--- config.mk ---
export PLATFORM = sky130hd
export DESIGN_NAME = adder_share_arbiter
export DESIGN_NICKNAME = d
export VERILOG_FILES = /design/src/rtl/adder_share_arbiter.sv
export SDC_FILE = /design/constraint.sdc
export NUM_CORES = 1
export LEC_CHECK = 0
export CORE_MARGIN = 1.5
export CORE_UTILIZATION = 36
export DETAILED_ROUTE_END_ITERATION = 6
export PLACE_DENSITY = 0.84
export SETUP_SLACK_MARGIN = 0.4
export SLEW_MARGIN = 5
export SYNTH_ARGS = -nofsm -noshare
export SYNTH_HDL_FRONTEND = slang
export SYNTH_SLANG_ARGS = --single-unit
--- constraint.sdc ---
create_clock -name clk -period 1.6 [get_ports clk]
set_clock_uncertainty 0.15 [all_clocks]
set_input_delay 0.4 -clock clk [delete_from_list [all_inputs] [get_ports clk]]
set_output_delay 0.4 -clock clk [all_outputs]
set_load 0.01 [all_outputs]
--- src/rtl/adder_share_arbiter.sv ---
`default_nettype none
//------------------------------------------------------------------------------
// Module      : adder_share_arbiter
// Description : Round-robin arbiter letting two requesters share one external
//               combinational 32-bit adder. One operation is in flight at a
//               time: IDLE -> SETTLE (ADD_LAT cycles) -> RESP (until taken).
// Revision    : 1.0  initial release
//------------------------------------------------------------------------------
// Ports
//   clk, rst_n           clock, asynchronous active-low reset
//   req_valid_i[1:0]     requester i presents an operation
//   req_ready_o[1:0]     requester i's operation accepted this cycle
//   reqN_a_i/reqN_b_i    32-bit operands of requester N
//   reqN_sub_i           1 = a - b, 0 = a + b
//   resp_valid_o[1:0]    result available for requester i
//   resp_ready_i[1:0]    requester i takes the result
//   resp_sum_o/resp_cout_o/resp_ovf_o  captured result, carry-out, overflow
//   busy_o               FSM not in IDLE
//   add_a_o/add_b_o/add_cin_o  operands driven to the shared adder
//   add_sum_i/add_cout_i       combinational result of the shared adder
//------------------------------------------------------------------------------
module adder_share_arbiter #(
   parameter int ADD_LAT = 1
) (
   input  logic        clk,
   input  logic        rst_n,
   input  logic [1:0]  req_valid_i,
   output logic [1:0]  req_ready_o,
   input  logic [31:0] req0_a_i,
   input  logic [31:0] req0_b_i,
   input  logic [31:0] req1_a_i,
   input  logic [31:0] req1_b_i,
   input  logic        req0_sub_i,
   input  logic        req1_sub_i,
   output logic [1:0]  resp_valid_o,
   input  logic [1:0]  resp_ready_i,
   output logic [31:0] resp_sum_o,
   output logic        resp_cout_o,
   output logic        resp_ovf_o,
   output logic        busy_o,
   output logic [31:0] add_a_o,
   output logic [31:0] add_b_o,
   output logic        add_cin_o,
   input  logic [31:0] add_sum_i,
   input  logic        add_cout_i
);

   localparam logic [1:0] IDLE   = 2'd0;
   localparam logic [1:0] SETTLE = 2'd1;
   localparam logic [1:0] RESP   = 2'd2;
   localparam logic [3:0] LAT    = 4'(ADD_LAT);

   logic [1:0]  state_q, state_d;
   logic        ptr_q, ptr_d;          // 1 = requester 1 wins a tie
   logic [3:0]  cnt_q, cnt_d;
   logic [31:0] a_q, a_d, b_q, b_d;
   logic        sub_q, sub_d, id_q, id_d;
   logic [1:0]  resp_valid_q, resp_valid_d;
   logic [31:0] sum_q, sum_d;
   logic        cout_q, cout_d, ovf_q, ovf_d;
   logic [1:0]  grant;

   // A lone valid requester always wins; on a tie the pointer decides.
   assign grant[0] = req_valid_i[0] & (~req_valid_i[1] | ~ptr_q);
   assign grant[1] = req_valid_i[1] & (~req_valid_i[0] |  ptr_q);

   assign req_ready_o  = (state_q == IDLE) ? grant : 2'b00;
   assign busy_o       = (state_q != IDLE);
   assign resp_valid_o = resp_valid_q;
   assign resp_sum_o   = sum_q;
   assign resp_cout_o  = cout_q;
   assign resp_ovf_o   = ovf_q;

   // Subtraction is a + ~b + 1, so the adder inputs derive purely from the
   // latched operation and stay stable until the next acceptance.
   assign add_a_o   = a_q;
   assign add_b_o   = sub_q ? ~b_q : b_q;
   assign add_cin_o = sub_q;

   always_comb begin
      state_d      = state_q;
      ptr_d        = ptr_q;
      cnt_d        = cnt_q;
      a_d          = a_q;
      b_d          = b_q;
      sub_d        = sub_q;
      id_d         = id_q;
      resp_valid_d = resp_valid_q;
      sum_d        = sum_q;
      cout_d       = cout_q;
      ovf_d        = ovf_q;
      case (state_q)
         IDLE: begin
            if (grant != 2'b00) begin
               id_d    = grant[1];
               a_d     = grant[1] ? req1_a_i   : req0_a_i;
               b_d     = grant[1] ? req1_b_i   : req0_b_i;
               sub_d   = grant[1] ? req1_sub_i : req0_sub_i;
               ptr_d   = ~grant[1];
               cnt_d   = LAT;
               state_d = SETTLE;
            end
         end
         SETTLE: begin
            if (cnt_q == 4'd1) begin
               sum_d        = add_sum_i;
               cout_d       = add_cout_i;
               ovf_d        = (add_a_o[31] == add_b_o[31]) &&
                              (add_sum_i[31] != add_a_o[31]);
               resp_valid_d = id_q ? 2'b10 : 2'b01;
               state_d      = RESP;
            end else begin
               cnt_d = cnt_q - 4'd1;
            end
         end
         RESP: begin
            // Only the owner's resp_ready completes the handshake.
            if (resp_ready_i[id_q]) begin
               resp_valid_d = 2'b00;
               state_d      = IDLE;
            end
         end
         default: state_d = IDLE;
      endcase
   end

   always_ff @(posedge clk or negedge rst_n) begin
      if (!rst_n) begin
         state_q      <= IDLE;
         ptr_q        <= 1'b0;
         cnt_q        <= 4'd0;
         a_q          <= 32'd0;
         b_q          <= 32'd0;
         sub_q        <= 1'b0;
         id_q         <= 1'b0;
         resp_valid_q <= 2'b00;
         sum_q        <= 32'd0;
         cout_q       <= 1'b0;
         ovf_q        <= 1'b0;
      end else begin
         state_q      <= state_d;
         ptr_q        <= ptr_d;
         cnt_q        <= cnt_d;
         a_q          <= a_d;
         b_q          <= b_d;
         sub_q        <= sub_d;
         id_q         <= id_d;
         resp_valid_q <= resp_valid_d;
         sum_q        <= sum_d;
         cout_q       <= cout_d;
         ovf_q        <= ovf_d;
      end
   end

endmodule
`default_nettype wire

# ---- Word-level counts from Yosys, hierarchy flattened
# Index checks and enable logic that the tools add are counted.
dict set report totals {
  memories 0
  romBits 0
  latch_bits 0
  ff_bits 109
  wordCells 59
  ram_bits 0
  out_inout_bits 104
  input_bits 169
}
dict set report op_classes {
  shift 0
  bitwise_logic 9
  muxes 17
  div_mod_pow 0
  order_cmp 1
  addsub 1
  n_eq_ne 9
  n_reduce_logical 11
  multipliers 0
}
# cell count
set ops {}
lappend ops {{32-bit 2-to-1 mux} 3}
lappend ops {{32-bit inverter} 1}
lappend ops {{2-bit 2-to-1 mux} 6}
lappend ops {{3-bit AND reduction} 3}
lappend ops {{4-bit 2-to-1 mux} 2}
lappend ops {{4-bit case mux with 2 select lines} 1}
lappend ops {{2-bit nonzero test} 4}
lappend ops {{2-bit inequality test (second input constant)} 3}
lappend ops {{2-bit case mux with 3 select lines} 1}
lappend ops {{4-bit by 1-bit equality test with 1-bit output (second input constant)} 1}
lappend ops {{1-bit inverter} 4}
lappend ops {{2-bit case mux with 2 select lines} 1}
lappend ops {{2-bit AND reduction} 2}
lappend ops {{4-bit by 1-bit subtractor with 4-bit output (second input constant)} 1}
lappend ops {{1-bit 2-to-1 mux} 3}
lappend ops {{1-bit bitwise AND} 2}
lappend ops {{2-bit by 1-bit equality test with 1-bit output (second input constant)} 1}
lappend ops {{2-bit equality test (second input constant)} 1}
lappend ops {{2-bit zero test} 1}
lappend ops {{1-bit by 2-bit less-than comparator with 1-bit output (second input constant)} 1}
lappend ops {{2-bit by 1-bit inequality test with 1-bit output (second input constant)} 1}
lappend ops {{1-bit bitwise OR} 2}
lappend ops {{1-bit equality test} 1}
lappend ops {{1-bit logical AND} 1}
lappend ops {{1-bit inequality test} 1}

# ---- Depth between registers and ports, before layout
# Gate-level depths: netlist of run 1.
dict set report depth {
  depth_word 6
  mapped_depth 6
  ltp_nobuf 5
}

# ---- Worst setup path before layout of run 1
# No wires, ideal clock.
dict set report synth_path {
  path_kind {reg2reg}
  startpoint {register cnt_q[0]}
  endpoint {register sum_q[10], in the netlist resp_sum_o[10]}
  stages_incl_launch_ff 6
  arrival_time_ps 1418
  required_time_ps 1325
  period_less_slack_ps 1693
  setup_ps 125
  path_buffers 1
  slack_ps -93
  cell_sequence {dfrtp_1 -> ha_1 -> nor3b_2 -> nand2_2 -> buf_6 -> mux2_2}
}
dict set report synth_between {
  elab_chain_len 2
}
# element line
set synth_rtl {}
lappend synth_rtl {{start, declared} 55} ;# logic [3:0] cnt_q, cnt_d;
lappend synth_rtl {{start signal, assigned} 143} ;# cnt_q <= cnt_d;
lappend synth_rtl {{4-bit by 1-bit equality test with 1-bit output} 105} ;# if (cnt_q == 4'd1) begin
lappend synth_rtl {{2-bit AND reduction (no line)} -}
lappend synth_rtl {{end signal, assigned} 149} ;# sum_q <= sum_d;
lappend synth_rtl {{end, declared} 59} ;# logic [31:0] sum_q, sum_d;
# No other way between the ends.
# A chain may end at the register's enable or synchronous reset.

# ---- Worst setup path in the final report of run 1
dict set report layout_path {
  startpoint {register sub_q, in the netlist add_cin_o}
  endpoint {output add_b_o[12]}
}
dict set report layout_between {
  elab_chain_len 1
}
# element line
set layout_rtl {}
lappend layout_rtl {{start, declared} 57} ;# logic sub_q, sub_d, id_q, id_d;
lappend layout_rtl {{start signal, assigned} 146} ;# sub_q <= sub_d;
lappend layout_rtl {{32-bit 2-to-1 mux} 77} ;# assign add_b_o = sub_q ? ~b_q : b_q;
lappend layout_rtl {{end, declared} 42} ;# output logic [31:0] add_b_o,
# No other way between the ends.

==> results of run 1 <==
layer usage:
layer / vias up / wire, um / track usage
li1: 2451 / - / -
met1: 2818 / 8738 / 0.3251
met2: 311 / 12040 / 0.4900
met3: 60 / 1756 / 0.07692
met4: 2 / 585 / 0.09986
met5: - / 12 / 0
report_power, final:
group | switching (mW) | internal [mW] | total (mW) | leakage (nW)
logic | 6.48 | 9.63 | 16.1 | 3.24
clock network | 1.06 | 1.52 | 2.58 | 0.162
registers | 1.40 | 4.16 | 5.56 | 1.29
worst max-delay path, delay by kind of cell (launching register included):
family	cells	cell delay, ps
XOR/XNOR	1	150
buffers and inverters	3	450
flip-flops	1	600
area by class of cell:
type | count | area [um^2] | share of cell area
Tap cell | 180 | 225.2 | 0.02048
Clock buffer | 10 | 229.0 | 0.02082
Timing Repair Buffer | 426 | 4606 | 0.4189
Sequential cell | 109 | 2731 | 0.2484
Multi-Input combinational cell | 287 | 3085 | 0.2806
Inverter | 5 | 18.77 | 0.001707
Clock inverter | 5 | 100.1 | 0.009103
sequential cells by signal, summed over array words and instances (netlist names):
signal and count:
add_a_o 32, b_q 32, resp_sum_o 32, cnt_q 4, resp_valid_o 2, state_q 2, add_cin_o 1, id_q 1
ptr_q 1, resp_cout_o 1, resp_ovf_o 1
cells by family after synthesis:
| family | Yosys count | share of synthesized area |
|---|---|---|
| buffers and inverters | 47 | 0.04871 |
| muxes | 38 | 0.08071 |
| adders and majority gates | 2 | 0.004775 |
| and+or+nand+nor | 48 | 0.06447 |
| DFF | 109 | 0.5205 |
| AOI/OAI and AO/OA | 167 | 0.2273 |
| xor gates and xnor gates | 32 | 0.05349 |
cells in the final DEF, fill, tap and decap left out, types with 2 or more instances in the layout:
cell	count
a21boi_0	7
a21boi_1	35
a21oi_2	23
a221o_1	42
a22oi_2	2
a31oi_1	17
a31oi_2	3
a31oi_4	3
buf_12	22
buf_16	17
buf_2	54
buf_4	68
buf_6	78
buf_8	11
bufinv_16	3
clkbuf_16	15
clkdlybuf4s50_1	165
clkinv_2	2
dfrtp_1	108
dlymetal6s4s_1	2
inv_1	2
inv_2	3
mux2_2	33
mux2i_1	4
nand2b_1	2
nand3_2	2
nand3b_1	26
nor2_4	2
nor2b_1	2
o21ai_0	25
o21ai_1	7
xor2_4	31
path summary, 6_finish.rpt:
path	cells past startpoint	slack, ps	to
worst min register to register	1	360	resp_sum_o[0]
worst max-delay path	4	-520	add_b_o[12]
worst min-delay path	2	100	resp_sum_o[22]
min in group clk	1	360	resp_sum_o[0]
max in group asynchronous	2	750	cnt_q[2]
worst max register to register	8	-360	b_q[9]
timing repair:
action                                  CTS  global route
pin swaps                                15             8
gates cloned                             18             8
setup buffers                            48            18
hold endpoints to repair                 15             0
gates resized for setup                 530            49
hold buffers                              2             0
endpoints found under the setup margin  213           285
==> results_dict.tcl, run 1 <==
set metrics [dict create \
    vias 5642 \
    clock_latency_ps 350 \
    status "finished with violations" \
    n_antenna_cell 0 \
    initial_core_util 0.3732 \
    yosysMostFrequentCell "dfrtp_1" \
    syn_nets 614 \
    setup_tns_ps -38050 \
    drt-initial-drc-count 400 \
    grt_pass1_vias 5766 \
    tritoncts "done" \
    setup_violations 141 \
    clkTransAtPathRegs_ps 80 \
    cp_slowest_cell "dfrtp_4" \
    synth-edff-count 0 \
    synth.top_cell.area_share 0.5205 \
    cap_violations 0 \
    cellPowerDensity_mw_per_mm2 2205 \
    syn_inst 443 \
    cts_sinks 109 \
    netlist_top_cells_count "dfrtp_1, a21boi_0, a221o_1" \
    setup_slack_ps -523.3 \
    synth_flop_cell "dfrtp_1" \
    ys_seq_area_frac 0.5205 \
    worstPathArrival_ps 1570 \
    htree_levels 3 \
    fmax_mhz 471.0 \
    hold_slack_ps 100.8 \
    io_pins 273 \
    syn_area_mm2 0.005240 \
    finalNetCount 1009 \
    placementRows 43 \
    place_area_mm2 0.009241 \
    synth_cell_type_count 39 \
    slew_headroom 0.5249 \
    dieArea_mm2 0.01529 \
    fin_cells 1022 \
    cts_max_path_buffers 2 \
    reg2reg_from "ptr_q" \
    crit_chain "buf_12, buf_8, xor2_4, buf_6" \
    syn_to_final_growth_pct 109.8 \
    grt_pass1_wl_um 31700 \
    pre_cts_ws_ps -829.9 \
    stdcell_area_mm2 0.01100 \
    hold_path_class "input port to asynchronous set/reset pin" \
    timing.final.hold_violations 0 \
    post-route-period-util 1.327 \
    viasPerCell 5.521 \
    fillers 841 \
    wirelength_um 23140 \
    crit_path_start_kind "flip-flop" \
    leakage_nw 4.696 \
    rsz0062_at_grt "true" \
    synthTopCellsByArea "dfrtp_1, a221o_1, mux2_2" \
    critical_path_required_ps 1050 \
    startpoint "add_cin_o" \
    post-route-min-period_ps 2123 \
    dp.cells 913 \
    die_y_um 123.6 \
    worstMarginPinSlew_ps 712.6 \
    syn_area_per_cell_um2 11.83 \
    slew_violations 0 \
    hpwl_um 12900 \
    grt.total_usage 0.2785 \
    die-width_um 123.6 \
    first_pass_iters 7 \
    crit_fanout 7 \
    gp_congestion 0.8180 \
    cts_root_buf "clkbuf_16" \
    async_flop_share 1.000 \
    core_mm2 0.01404 \
    finalPower_mw 24.25 \
    wl_per_cell_um 22.64 \
    cpPeakStageDelay_ps 600 \
    antenna_found_initial 1 \
    cts_buffers 9 \
    yosys.area.top_type "dfrtp_1" \
    drive_above_1_share 0.4608 \
    grt_max_degree 58 \
    worstSetupPathType "flip-flop to primary output" \
    drc 0 \
    cp-end-kind "primary output" \
    violations "negative setup slack" \
    grt_overflow 0 \
    synth-seq-cells 109 \
    utilization 0.7830 \
    port_buffers 272 \
    max-vdd-ir-drop_mv 0.9915 \
    ys_warn_count 0 \
    postRouteAntennaNets 0 \
]
Power figures use the tool's default switching activity.
==> inputs of run 2 (changes only) <==
Settings changed: HOLD_SLACK_MARGIN set to 0.03.
==> results of run 2 <==
No change in the layout: final DEF, timing and power equal those of run 1.
==> inputs of run 3 (changes only) <==
Settings changed: CORE_MARGIN 1.5 to not set.
==> results_dict.tcl, run 3 (synthesis gave the netlist of run 1 again) <==
set metrics [dict create \
    status "finished with violations" \
    violations "negative hold slack, negative setup slack" \
    r2r_end "b_q[6]" \
    initial_core_util 0.3732 \
    hold_path_class "input port to asynchronous set/reset pin" \
    drive_above_1_share 0.4895 \
    finalPower_mw 25.01 \
    die-width_um 122.6 \
    utilization 0.8017 \
    htree_levels 3 \
    drc 0 \
    reg2reg_from "ptr_q" \
    placementRows 43 \
    post-route-period-util 1.306 \
    startpoint "add_cin_o" \
    fmax_mhz 478.4 \
    wirelength_um 24020 \
    grt_pass1_wl_um 32670 \
    post-route-min-period_ps 2090 \
    crit_fanout 6 \
    cts_sinks 109 \
    cts_max_path_buffers 2 \
    crit_path_start_kind "flip-flop" \
    critPathCapture "add_b_o[25]" \
    finalNetCount 1026 \
    grt_max_degree 47 \
    crit_chain "buf_6, buf_16, xor2_4, buf_2" \
    die_y_um 122.6 \
    hpwl_um 12740 \
    cap_violations 0 \
    rsz0062_at_grt "true" \
    worstPathArrival_ps 1540 \
    first_pass_iters 5 \
    cts_root_buf "clkbuf_16" \
    dp.cells 913 \
    fillers 771 \
    critical_path_required_ps 1050 \
    setup_slack_ps -490.1 \
    tritoncts "done" \
    cp-end-kind "primary output" \
    cellPowerDensity_mw_per_mm2 2221 \
    grt_pass1_vias 5962 \
    viasPerCell 5.556 \
    slew_headroom 0.6846 \
    vias 5778 \
    max-vdd-ir-drop_mv 1.332 \
    grt_overflow 0 \
    fin_cells 1040 \
    grt.total_usage 0.2948 \
    cts_buffers 9 \
    syn_to_final_growth_pct 114.9 \
    wl_per_cell_um 23.09 \
    dieArea_mm2 0.01504 \
    io_pins 273 \
    drt-initial-drc-count 462 \
    worstMarginPinSlew_ps 468.9 \
    final_cell_mix "clkdlybuf4s50_1, dfrtp_1, buf_6, buf_4, buf_2" \
    cp_slowest_cell "dfrtp_4" \
    clock_latency_ps 360 \
    core_mm2 0.01404 \
    cpPeakStageDelay_ps 570 \
    postRouteAntennaNets 0 \
    hold_slack_ps -225.4 \
    ff2ff_setup_slack_ps -320 \
    worstSetupPathType "flip-flop to primary output" \
    slew_violations 0 \
    final_common_cell "clkdlybuf4s50_1" \
    antenna_found_initial 0 \
    port_buffers 272 \
    r2r_cells 8 \
    gp_congestion 0.7924 \
    leakage_nw 4.786 \
    timing.final.hold_violations 16 \
    clkTransAtPathRegs_ps 80 \
    n_antenna_cell 0 \
    setup_violations 144 \
]
## run 3: worst min path at each step
stage                     startpoint        endpoint  slack [ps]
after floorplan                rst_n      add_a_o[0]         -50
after global placement         rst_n  resp_sum_o[10]         170
after detailed placement       rst_n  resp_sum_o[10]         180
after CTS                      rst_n  resp_sum_o[10]        -220
after global routing           rst_n  resp_sum_o[10]        -220
final                          rst_n  resp_sum_o[10]        -230
## run 3: final cells by class
class                   count  area (um^2)  area share
repair buffers            443         4817      0.4279
multi-input cells         287         3163      0.2810
inverters                   5        18.77    0.001667
well taps                 180        225.2     0.02000
clock buffers               9        225.2     0.02000
clock inverters             7        77.57    0.006890
flip-flops and latches    109         2731      0.2426
## run 3: worst max-delay path, delay by kind of cell (launching register included)
family,cells,cell delay (ps)
DFF,1,570
buffers and inverters,3,450
xor gates and xnor gates,1,150
## run 3: power by group
| group | switching, mW | internal (mW) | total, mW |
|---|---|---|---|
| Sequential | 1.44 | 4.15 | 5.59 |
| Clock | 1.20 | 1.11 | 2.31 |
| Combinational | 6.78 | 10.3 | 17.1 |
| Total | 9.42 | 15.6 | 25.0 |
## run 3: metal layers
metal | share of wire | GRT usage
met1 | 0.37 | 0.3464
met2 | 0.52 | 0.5172
met3 | 0.070 | 0.06784
met4 | 0.039 | 0.1181
met5 | 0 | 0
## run 3: stage by stage
| step | setup slack [ps] | setup TNS, ps | area, um^2 |
|---|---|---|---|
| floorplan | -26.06 | -670.9 | 6163 |
| global placement | -839.9 | -59110 | 9254 |
| detailed placement | -857.4 | -64510 | 9254 |
| CTS | -489.9 | -27990 | 10650 |
| global route | -517.1 | -41390 | 11260 |
| finish | -490.1 | -35130 | 11260 |
## run 3: timing repair
action | CTS | global route
gates resized for setup | 555 | 58
pin swaps | 13 | 26
buffers inserted | 65 | 23
endpoints found under the setup margin | 213 | 213
cloned | 19 | 4
endpoints found under the hold margin | 16 | 16
